`src/rtl/exp_stream_ctrl.sv`:
```
// Valid/ready stream wrapper around the bfloat16 exponential core: buffers operands
// in a small FIFO, issues one at a time, holds each result for downstream, then releases the core.
`timescale 1ns/1ps

module exp_stream_ctrl #(
  parameter int DW      = 16,
  parameter int DEPTH   = 4,
  parameter int TIMEOUT = 64
) (
  input  logic          clk,
  input  logic          rst,
  // upstream operand stream
  input  logic          in_valid_i,
  input  logic [DW-1:0] in_data_i,
  output logic          in_ready_o,
  // downstream result stream
  output logic          out_valid_o,
  output logic [DW-1:0] out_data_o,
  input  logic          out_ready_i,
  // exponential core handshake
  output logic          core_valid_o,
  output logic [DW-1:0] core_data_o,
  output logic          core_padv_o,
  input  logic          core_ready_i,
  input  logic          core_valid_i,
  input  logic [DW-1:0] core_data_i,
  // status
  output logic          err_o,
  output logic [15:0]   done_cnt_o,
  output logic          busy_o
);

  localparam int AW = (DEPTH > 1) ? $clog2(DEPTH) : 1;
  localparam int CW = $clog2(DEPTH) + 1;
  localparam int WW = $clog2(TIMEOUT + 1);
  localparam logic [DW-1:0] QNAN = DW'(16'h7FC0);

  typedef enum logic [2:0] {
    IDLE,
    ISSUE,
    WAIT,
    HOLD,
    ADV
  } state_t;

  state_t state_q, state_d;

  // Operand FIFO
  logic [DW-1:0] mem [DEPTH];
  logic [AW-1:0] wr_ptr_q, rd_ptr_q;
  logic [CW-1:0] count_q;
  logic          full, empty, push, pop;

  // Datapath registers
  logic [DW-1:0] op_q, res_q;
  logic [WW-1:0] wd_q, wd_inc;
  logic          timeout_hit;
  logic          err_q;
  logic [15:0]   done_cnt_q;

  // Control strobes from the FSM
  logic capture_res, capture_to, deliver;

  assign full  = (count_q == CW'(DEPTH));
  assign empty = (count_q == '0);
  assign push  = in_valid_i && !full;

  assign wd_inc      = wd_q + WW'(1);
  assign timeout_hit = (wd_inc == WW'(TIMEOUT));

  always_ff @(posedge clk) begin
    // NOTE: state registers use non-blocking assignments so every flop samples pre-edge values.
    if (!rst) state_q <= IDLE;
    else      state_q <= state_d;
  end

  always_comb begin
    // NOTE: every output of this block gets a default first, so no path leaves one unassigned (no latches).
    state_d      = state_q;
    pop          = 1'b0;
    core_valid_o = 1'b0;
    core_padv_o  = 1'b0;
    out_valid_o  = 1'b0;
    capture_res  = 1'b0;
    capture_to   = 1'b0;
    deliver      = 1'b0;
    unique case (state_q)
      IDLE: begin
        // Head must already be registered in the FIFO; nothing falls through.
        if (!empty && core_ready_i) begin
          pop     = 1'b1;
          state_d = ISSUE;
        end
      end
      ISSUE: begin
        core_valid_o = 1'b1;
        state_d      = WAIT;
      end
      WAIT: begin
        // A result arriving on the timeout cycle takes priority over the watchdog.
        if (core_valid_i) begin
          capture_res = 1'b1;
          state_d     = HOLD;
        end else if (timeout_hit) begin
          capture_to = 1'b1;
          state_d    = HOLD;
        end
      end
      HOLD: begin
        out_valid_o = 1'b1;
        if (out_ready_i) begin
          deliver = 1'b1;
          state_d = ADV;
        end
      end
      ADV: begin
        core_padv_o = 1'b1;
        state_d     = IDLE;
      end
      default: state_d = IDLE;
    endcase
  end

  always_ff @(posedge clk) begin
    if (!rst) begin
      wr_ptr_q   <= '0;
      rd_ptr_q   <= '0;
      count_q    <= '0;
      op_q       <= '0;
      res_q      <= '0;
      wd_q       <= '0;
      err_q      <= 1'b0;
      done_cnt_q <= '0;
    end else begin
      if (push) wr_ptr_q <= wr_ptr_q + AW'(1);
      if (pop) begin
        rd_ptr_q <= rd_ptr_q + AW'(1);
        op_q     <= mem[rd_ptr_q];
      end
      unique case ({push, pop})
        2'b10:   count_q <= count_q + CW'(1);
        2'b01:   count_q <= count_q - CW'(1);
        default: count_q <= count_q;
      endcase

      if (state_q == ISSUE)     wd_q <= '0;
      else if (state_q == WAIT) wd_q <= wd_inc;

      if (capture_res) begin
        res_q <= core_data_i;
      end else if (capture_to) begin
        res_q <= QNAN;
        err_q <= 1'b1;
      end

      if (deliver) done_cnt_q <= done_cnt_q + 16'd1;
    end
  end

  // NOTE: FIFO storage has no reset; the reset pointers and count make stale entries unreachable.
  always_ff @(posedge clk) begin
    if (push) mem[wr_ptr_q] <= in_data_i;
  end

  assign in_ready_o  = !full;
  assign out_data_o  = res_q;
  assign core_data_o = op_q;
  assign err_o       = err_q;
  assign done_cnt_o  = done_cnt_q;
  assign busy_o      = (state_q != IDLE) || !empty;

endmodule

```
`config.mk`:
```
export PLATFORM = sky130hd
export DESIGN_NAME = exp_stream_ctrl
export DESIGN_NICKNAME = d
export VERILOG_FILES = /design/src/rtl/exp_stream_ctrl.sv
export SDC_FILE = /design/constraint.sdc
export NUM_CORES = 1
export LEC_CHECK = 0
export CORE_MARGIN = 2
export CORE_UTILIZATION = 40
export CTS_BUF_LIST = sky130_fd_sc_hd__clkbuf_2
export DETAILED_ROUTE_END_ITERATION = 8
export PLACE_DENSITY = 0.69
export SYNTH_ARGS = -nofsm -noshare
export SYNTH_HDL_FRONTEND = slang
export SYNTH_SLANG_ARGS = --single-unit
```
`constraint.sdc`:
```
create_clock -name clk -period 2.9 [get_ports clk]
set_input_delay 0.58 -clock clk [delete_from_list [all_inputs] [get_ports clk]]
set_output_delay 0.58 -clock clk [all_outputs]
set_load 0.1 [all_outputs]
```
==> summary.md, run 1 <==
| Metric | Value |
|---|---|
| Met3 WL | `506 µm` |
| Post-synthesis sequential area ratio | `0.608` |
| Hold crit path type | `in2reg` |
| Maximum VDD drop | `slightly above 700 µV` |
| # fillers | `between 1k and 1.5k` |
| Leakage Power | `0.00254 µW` |
| Synth-to-Final Area Change | `22.7%` |
| Global placement routability congestion | `between 0.7 and 0.8` |
| Wl on met1 | `4770 µm` |
| Met2 WL | `4940 µm` |
| # setup viols final | `0` |
| Least-Margin Pin Slew | `0.871 ns` |
| CTS tree | `yes` |
| Final hold slack | `0.342 ns` |
| Ant diodes | `0` |
| Worst skew pair latency | `0.68 ns` |
| Yosys warnings | `0` |
| Largest family of logic cells by synthesized area | `simple AND/OR/NAND/NOR gates` |
| Dominant cells by area after synthesis | `edfxtp_1 (36%), dfxtp_1 (25%), mux4_2 (6.8%)` |
| I/O pin count | `92` |
| Tmin final | `roughly 2.5 ns` |
| Total CTS buffers | `17` |
| RSZ-0062 raised after global routing | `false` |
| Share of synthesized cell area in and, or, nand and nor gates | `0.133` |
| Hpwl dp | `about 7200 µm` |
| First-pass GRT wire length | `around 17000 µm` |
| Vert. Die Dim | `around 120 µm` |
| Final worst path period share | `0.853` |
| Post-synthesis cell area | `roughly 5300 µm²` |
| Vias per inst | `around 5` |
| Status | `finished, final reports clean` |
| Core region area | `around 13000 µm²` |
| Final hold viol count | `0` |
| Cell count after synthesis | `409` |
| Dpl cells | `about 670` |
| Die X-Extent | `between 100 and 150 µm` |
| Setup TNS | `0 ns` |
| Detailed-route via count | `3475` |
| Syn_area_per_cell | `between 10 and 15 µm²` |
| Max Slew Vio Count | `0` |
| Most area-hungry cell type in the Yosys netlist | `edfxtp_1` |
| Post-Synth XOR/XNOR Area | `0.0410` |
| Delay-heaviest family, CP | `simple AND/OR/NAND/NOR gates` |
| Critical path's slowest cell | `dfxtp_1` |
| Worst slew margin | `0.418` |
| Final Core Density | `0.498` |
| Input/output buffers | `between 90 and 100` |
| Max FO, Critical Path | `11` |
| Antenna Nets Post-Route | `0` |
| Resized Gates After CTS | `0` |
| Critical path buffers and inverters | `1` |
| Overall Power | `5460 µW` |
| Worst clock skew | `about 0.026 ns` |
| Pwr dens | `between 800 and 900 nW/µm²` |
| TritonRoute pass-1 iters | `5` |
| Die area | `about 14000 µm²` |
| Critical Path End Type | `output port` |
| CTS Buffer Depth | `2` |
| Synth cell types | `49` |
| Starting Density | `0.406` |
| Max Cap Viol | `0` |
| Compound-Gate Fraction of Synth Area | `0.0764` |
| Syn Nets | `roughly 460` |
| Drt drc | `0` |
| Routed WL | `10400 µm` |
| CP startpoint kind | `flip-flop` |
| Hold buffer count at CTS | `0` |
| Nets | `between 500 and 600` |
| Number of global-route vias before repair | `roughly 3.5k` |
| Data required time at the worst endpoint | `approximately 2.3 ns` |
| Max Fclk | `404 MHz` |
| Top routing layer used | `met4` |
| Largest net degree at the start of global routing | `44` |
| Critical-path cell list | `nor3_1, nand3b_1, buf_4` |
| #FFs+latches synth | `130` |
| Row count | `between 40 and 50` |
| Post-CTS Setup Inserts | `0` |
| Clk sinks | `130` |
| Clock root buffer | `clkbuf_2` |
| Clk slew on worst S/H paths | `~0.19 ns` |
| Most frequent cells in the layout | `dfxtp_1 (66), edfxtp_1 (64), buf_4 (62), nand2_1 (48), clkdlybuf4s50_1 (36)` |
| Critical path type | `reg2out` |
| Post-synthesis mux area share | `0.0865` |
| Initial antenna violation count | `0` |
| Starting DRT DRC Count | `about 180` |
| Top-area cell type share of the netlist area | `0.360` |
| Non-filler cells in the finished layout | `between 600 and 700` |
| GRT overflow | `0` |
| Crit path largest cell delay | `around 0.46 ns` |
| GRT Util Overall | `0.159` |
| Commonest non-fill, non-tap cell in the layout | `dfxtp_1` |
| Drt wl/cell | `approximately 15 µm` |
| Share of cells above drive strength 1 | `0.241` |
| CP Data Arrival Time | `~1.9 ns` |
| Synth Area in Adders | `0.0225` |
| H-Tree Depth | `4` |
-- routing by layer --
layer | global-route usage | up-vias
li1 | - | 1683
met1 | 0.203 | 1701
met2 | 0.253 | 80
met3 | 0.0523 | 11
met4 | 0.0574 | 0
met5 | 0 | -
-- metrics by stage --
| step | worst slack (ns) | instance area [µm²] |
|---|---|---|
| floorplan | 0.0949 | 5350 |
| global placement | 0.350 | 6280 |
| detailed placement | 0.269 | 6280 |
| CTS | 0.314 | 6550 |
| global route | 0.158 | 6550 |
| finish | 0.426 | 6550 |
-- kinds of logic after synthesis --
kind of cell,after synthesis
AOI/OAI and AO/OA,58
adders and majority gates,9
muxes,25
buffers and inverters,34
and+or+nand+nor,128
DFF,130
xor gates and xnor gates,25
-- synthesized netlist by cell type (all sizes together) --
master and instances:
dfxtp 66, edfxtp 64, nand2 49, and2 21, a21boi 20, inv 16
mux4 16, xnor2 15, and3 12, o21ai 12, a21o 10, buf 10
nor2 10, xor2 10, mux2 9, clkbuf 8, ha 8, a32oi 7
nand3 6, nand4 6, nand2b 4, or3 4, and4 3, nor3b 3
a21oi 2, a31oi 2, nor2b 2, nor3 2, nor4 2, o22ai 2
a41oi 1, and4b 1, fa 1, nand3b 1, nand4b 1, nor4b 1
o21bai 1, o311a 1
-- area by class of cell --
type,instances,area (µm²),share of cell area
inverters,16,60.1,0.00917
multi-input cells,245,1930,0.294
repair buffers,99,831,0.127
clock inverters,15,180,0.0275
well taps,176,220,0.0336
flip-flops and latches,130,3240,0.495
clock buffers,17,85.1,0.0130
-- where the power goes --
group          total, µW  internal (µW)  switching (µW)
registers           2330           2160             171
logic               1960            596            1360
clock network       1180            493             687
total               5460           3250            2220
-- registers in the layout (all words and copies together), names as in the netlist --
| register | count |
|---|---|
| core_data_o | 16 |
| count_q | 3 |
| done_cnt_o | 16 |
| err_o | 1 |
| mem | 64 |
| out_data_o | 16 |
| rd_ptr_q | 2 |
| state_q | 3 |
| wd_q | 7 |
| wr_ptr_q | 2 |
-- path summary, 6_finish.rpt --
check	startpoint	end	slack [ns]	cells past startpoint
max	state_q[0]$_SDFFE_PN0P_	busy_o	0.43	3
min	rst	out_data_o[11]$_SDFFE_PN0P_	0.34	2
min reg2reg	core_data_o[15]$_SDFFE_PN0P_	core_data_o[15]$_SDFFE_PN0P_	0.48	2
max reg2reg	state_q[0]$_SDFFE_PN0P_	count_q[2]$_SDFFE_PN0P_	0.60	9
Note: power is estimated with default switching activity, not from simulation.
==> run 2: changes to the inputs <==
--- a/config.mk
+++ b/config.mk
@@ -5,10 +5,12 @@
 export SDC_FILE = /design/constraint.sdc
 export NUM_CORES = 1
 export LEC_CHECK = 0
-export CORE_MARGIN = 2
+export CORE_MARGIN = 5
 export CORE_UTILIZATION = 40
 export CTS_BUF_LIST = sky130_fd_sc_hd__clkbuf_2
+export CTS_CLUSTER_SIZE = 12
 export DETAILED_ROUTE_END_ITERATION = 8
+export GPL_TIMING_DRIVEN = 0
 export PLACE_DENSITY = 0.69
 export SYNTH_ARGS = -nofsm -noshare
 export SYNTH_HDL_FRONTEND = slang
==> run 2 against run 1 <==
  * Non-clock buffer count is 11 higher
  * Critical path depth is 2 lower
  * Critical endpoint is now out_data_o[14]
  * Highest routed layer unchanged
  * Register-to-register slack worse by 0.37 ns
  * Total power is 1.5% lower
  * Largest cell class unchanged
  * Clock skew is 0.011 ns higher
  * Sequential share of layout area is 1.3 points lower
  * Critical path type unchanged
==> summary.md, run 2 (synthesis results as in run 1) <==
| Metric | Value |
|---|---|
| Clk sinks | `130 (unchanged)` |
| Share of cells above drive strength 1 | `0.152 (-0.0894)` |
| Critical path buffers and inverters | `1 (unchanged)` |
| Critical-path cell list | `clkdlybuf4s50_1` |
| Nets | `567 (+2.0%)` |
| Largest net degree at the start of global routing | `17 (-61%)` |
| Leakage Power | `0.00289 µW (+14%)` |
| CTS tree | `yes` |
| CTS Buffer Depth | `2 (unchanged)` |
| Input/output buffers | `91 (unchanged)` |
| Core region area | `13100 µm² (unchanged)` |
| Detailed-route via count | `3593 (+3.4%)` |
| Die X-Extent | `126 µm (+5.0%)` |
| GRT overflow | `0 (unchanged)` |
| Final setup margin | `0.137 ns (-0.289 ns)` |
| Met1 usage | `0.175 (-0.0279)` |
| First-pass GRT wire length | `18600 µm (+6.4%)` |
| CP Data Arrival Time | `2.18 ns (+0.29 ns)` |
| Most frequent cells in the layout | `dfxtp_1 (66), edfxtp_1 (64), nand2_1 (48), clkdlybuf4s50_1 (46), dlygate4sd2_1 (21)` |
| Tmin final | `2.76 ns (+0.289 ns)` |
| Max Slew Vio Count | `0 (unchanged)` |
| Hold buffer count at CTS | `0 (unchanged)` |
| Hold crit path type | `reg2reg` |
| RSZ-0062 raised after global routing | `false` |
| Final worst path period share | `0.953 (+0.0997)` |
| Largest register by flop count | `mem` |
| Synth-to-Final Area Change | `25.9%` |
| Max Fclk | `362 MHz (-10%)` |
| Clk slew on worst S/H paths | `0.18 ns (about the same)` |
| Most Used Layer, Global Route | `met2` |
| Clock root buffer | `clkbuf_2` |
| GRT Util Overall | `0.151 (-0.00785)` |
| Worst slew margin | `0.329 (-0.0893)` |
| H-Tree Depth | `4 (unchanged)` |
| Critical Path End Type | `output port` |
| Vert. Die Dim | `126 µm (+5.0%)` |
| Number of global-route vias before repair | `3662 (+4.0%)` |
| Max Cap Viol | `0 (unchanged)` |
| Vias per inst | `5.07 (+1.8%)` |
| CP startpoint kind | `flip-flop` |
| Delay-heaviest family, CP | `buffers and inverters` |
| Final hold viol count | `0 (unchanged)` |
| Routed WL | `11500 µm (+11%)` |
| Drt drc | `0 (unchanged)` |
| Die area | `15800 µm² (+10%)` |
| Crit path largest cell delay | `1.14 ns (+0.68 ns)` |
| Critical path's slowest cell | `clkdlybuf4s50_1` |
| Starting DRT DRC Count | `246 (+34%)` |
| Commonest non-fill, non-tap cell in the layout | `dfxtp_1` |
| Initial antenna violation count | `0 (unchanged)` |
| TritonRoute pass-1 iters | `4 (-1)` |
| Worst skew pair latency | `0.69 ns (about the same)` |
| Status | `finished, final reports clean` |
| Pwr dens | `801 nW/µm² (-4.0%)` |
| # setup viols final | `0 (unchanged)` |
| Maximum VDD drop | `565 µV (-20%)` |
| Max reg flops | `64 (unchanged)` |
| Place WS | `-0.254 ns (-0.523 ns)` |
| Hpwl dp | `7990 µm (+11%)` |
| Critical path type | `reg2out` |
| Starting Density | `0.406 (unchanged)` |
| Drt wl/cell | `16.2 µm (+9.3%)` |
| Final hold slack | `0.470 ns (+0.128 ns)` |
| I/O pin count | `92 (unchanged)` |
| Global placement routability congestion | `0.726 (-3.4%)` |
| Max FO, Critical Path | `2 (-9)` |
| Met2 Usage GRT | `0.263 (+0.0106)` |
| Setup TNS | `0 ns (unchanged)` |
| Data required time at the worst endpoint | `2.32 ns (about the same)` |
| Worst clock skew | `0.0370 ns (+0.0106 ns)` |
| Antenna Nets Post-Route | `0 (unchanged)` |
| Met3 Use GR | `0.0550 (+0.00273)` |
| Least-Margin Pin Slew | `1.01 ns (+0.139 ns)` |
| Total CTS buffers | `17 (unchanged)` |
| Row count | `42 (unchanged)` |
| Ant diodes | `0 (unchanged)` |
==> run 2: cell count changes in the layout (fill, tap and decap cells not counted), sizes merged, moves of 3 or more <==
cell	previous run	this run
clkbuf	17	28
dlymetal6s2s	0	19
clkdlybuf4s50	36	46
clkdlybuf4s15	0	3
buf	63	11
dlygate4sd2	0	21
==> run 2: metrics by stage <==
step	std cells	area (µm²)	util	total power (µW)
2_1_floorplan	409	5350	-	3920
3_3_place_gp	676	6480	0.493	4400
3_5_place_dp	676	6480	0.493	4450
4_1_cts	709	6680	0.508	5460
5_1_grt	709	6720	0.511	5650
6_report	709	6720	0.511	5380
==> run 2: area by class of cell <==
| cell class | instances | area (µm²) |
|---|---|---|
| Multi-Input combinational cell | 245 | 1930 |
| Sequential cell | 130 | 3240 |
| Buffer | 18 | 116 |
| Inverter | 16 | 60.1 |
| Timing Repair Buffer | 92 | 933 |
| Fill cell | 1194 | 6420 |
| Clock buffer | 18 | 90.1 |
| Tap cell | 176 | 220 |
| Clock inverter | 14 | 126 |
==> run 2: report_power, final <==
group	switching [µW]	internal [µW]	total, µW
Clock	704	323	1030
Combinational	1440	637	2080
Sequential	113	2160	2270
==> run 2: final timing paths <==
path                                     from                 endpoint  slack [ns]  depth (start not counted)
setup / recovery  out_data_o[14]$_SDFFE_PN0P_           out_data_o[14]        0.14                          1
hold / removal             err_o$_SDFFE_PN0P_       err_o$_SDFFE_PN0P_        0.47                          1
setup reg to reg      state_q[0]$_SDFFE_PN0P_  count_q[2]$_SDFFE_PN0P_        0.23                         11
hold reg to reg            err_o$_SDFFE_PN0P_       err_o$_SDFFE_PN0P_        0.47                          1
==> run 2: per-layer routing <==
layer / wire length, µm / vias up / share of wire
met4: 138 / 0 / 0.012
met5: 0 / - / 0
met2: 5880 / 92 / 0.51
li1: - / 1708 / -
met3: 590 / 13 / 0.051
met1: 4890 / 1780 / 0.43
==> run 2: repair_timing <==
item	4_1_cts	5_1_grt
endpoints found under the setup margin	27	21
gates resized for setup	33	22
cloned	0	0
buffers inserted	1	0
pin swaps	1	0
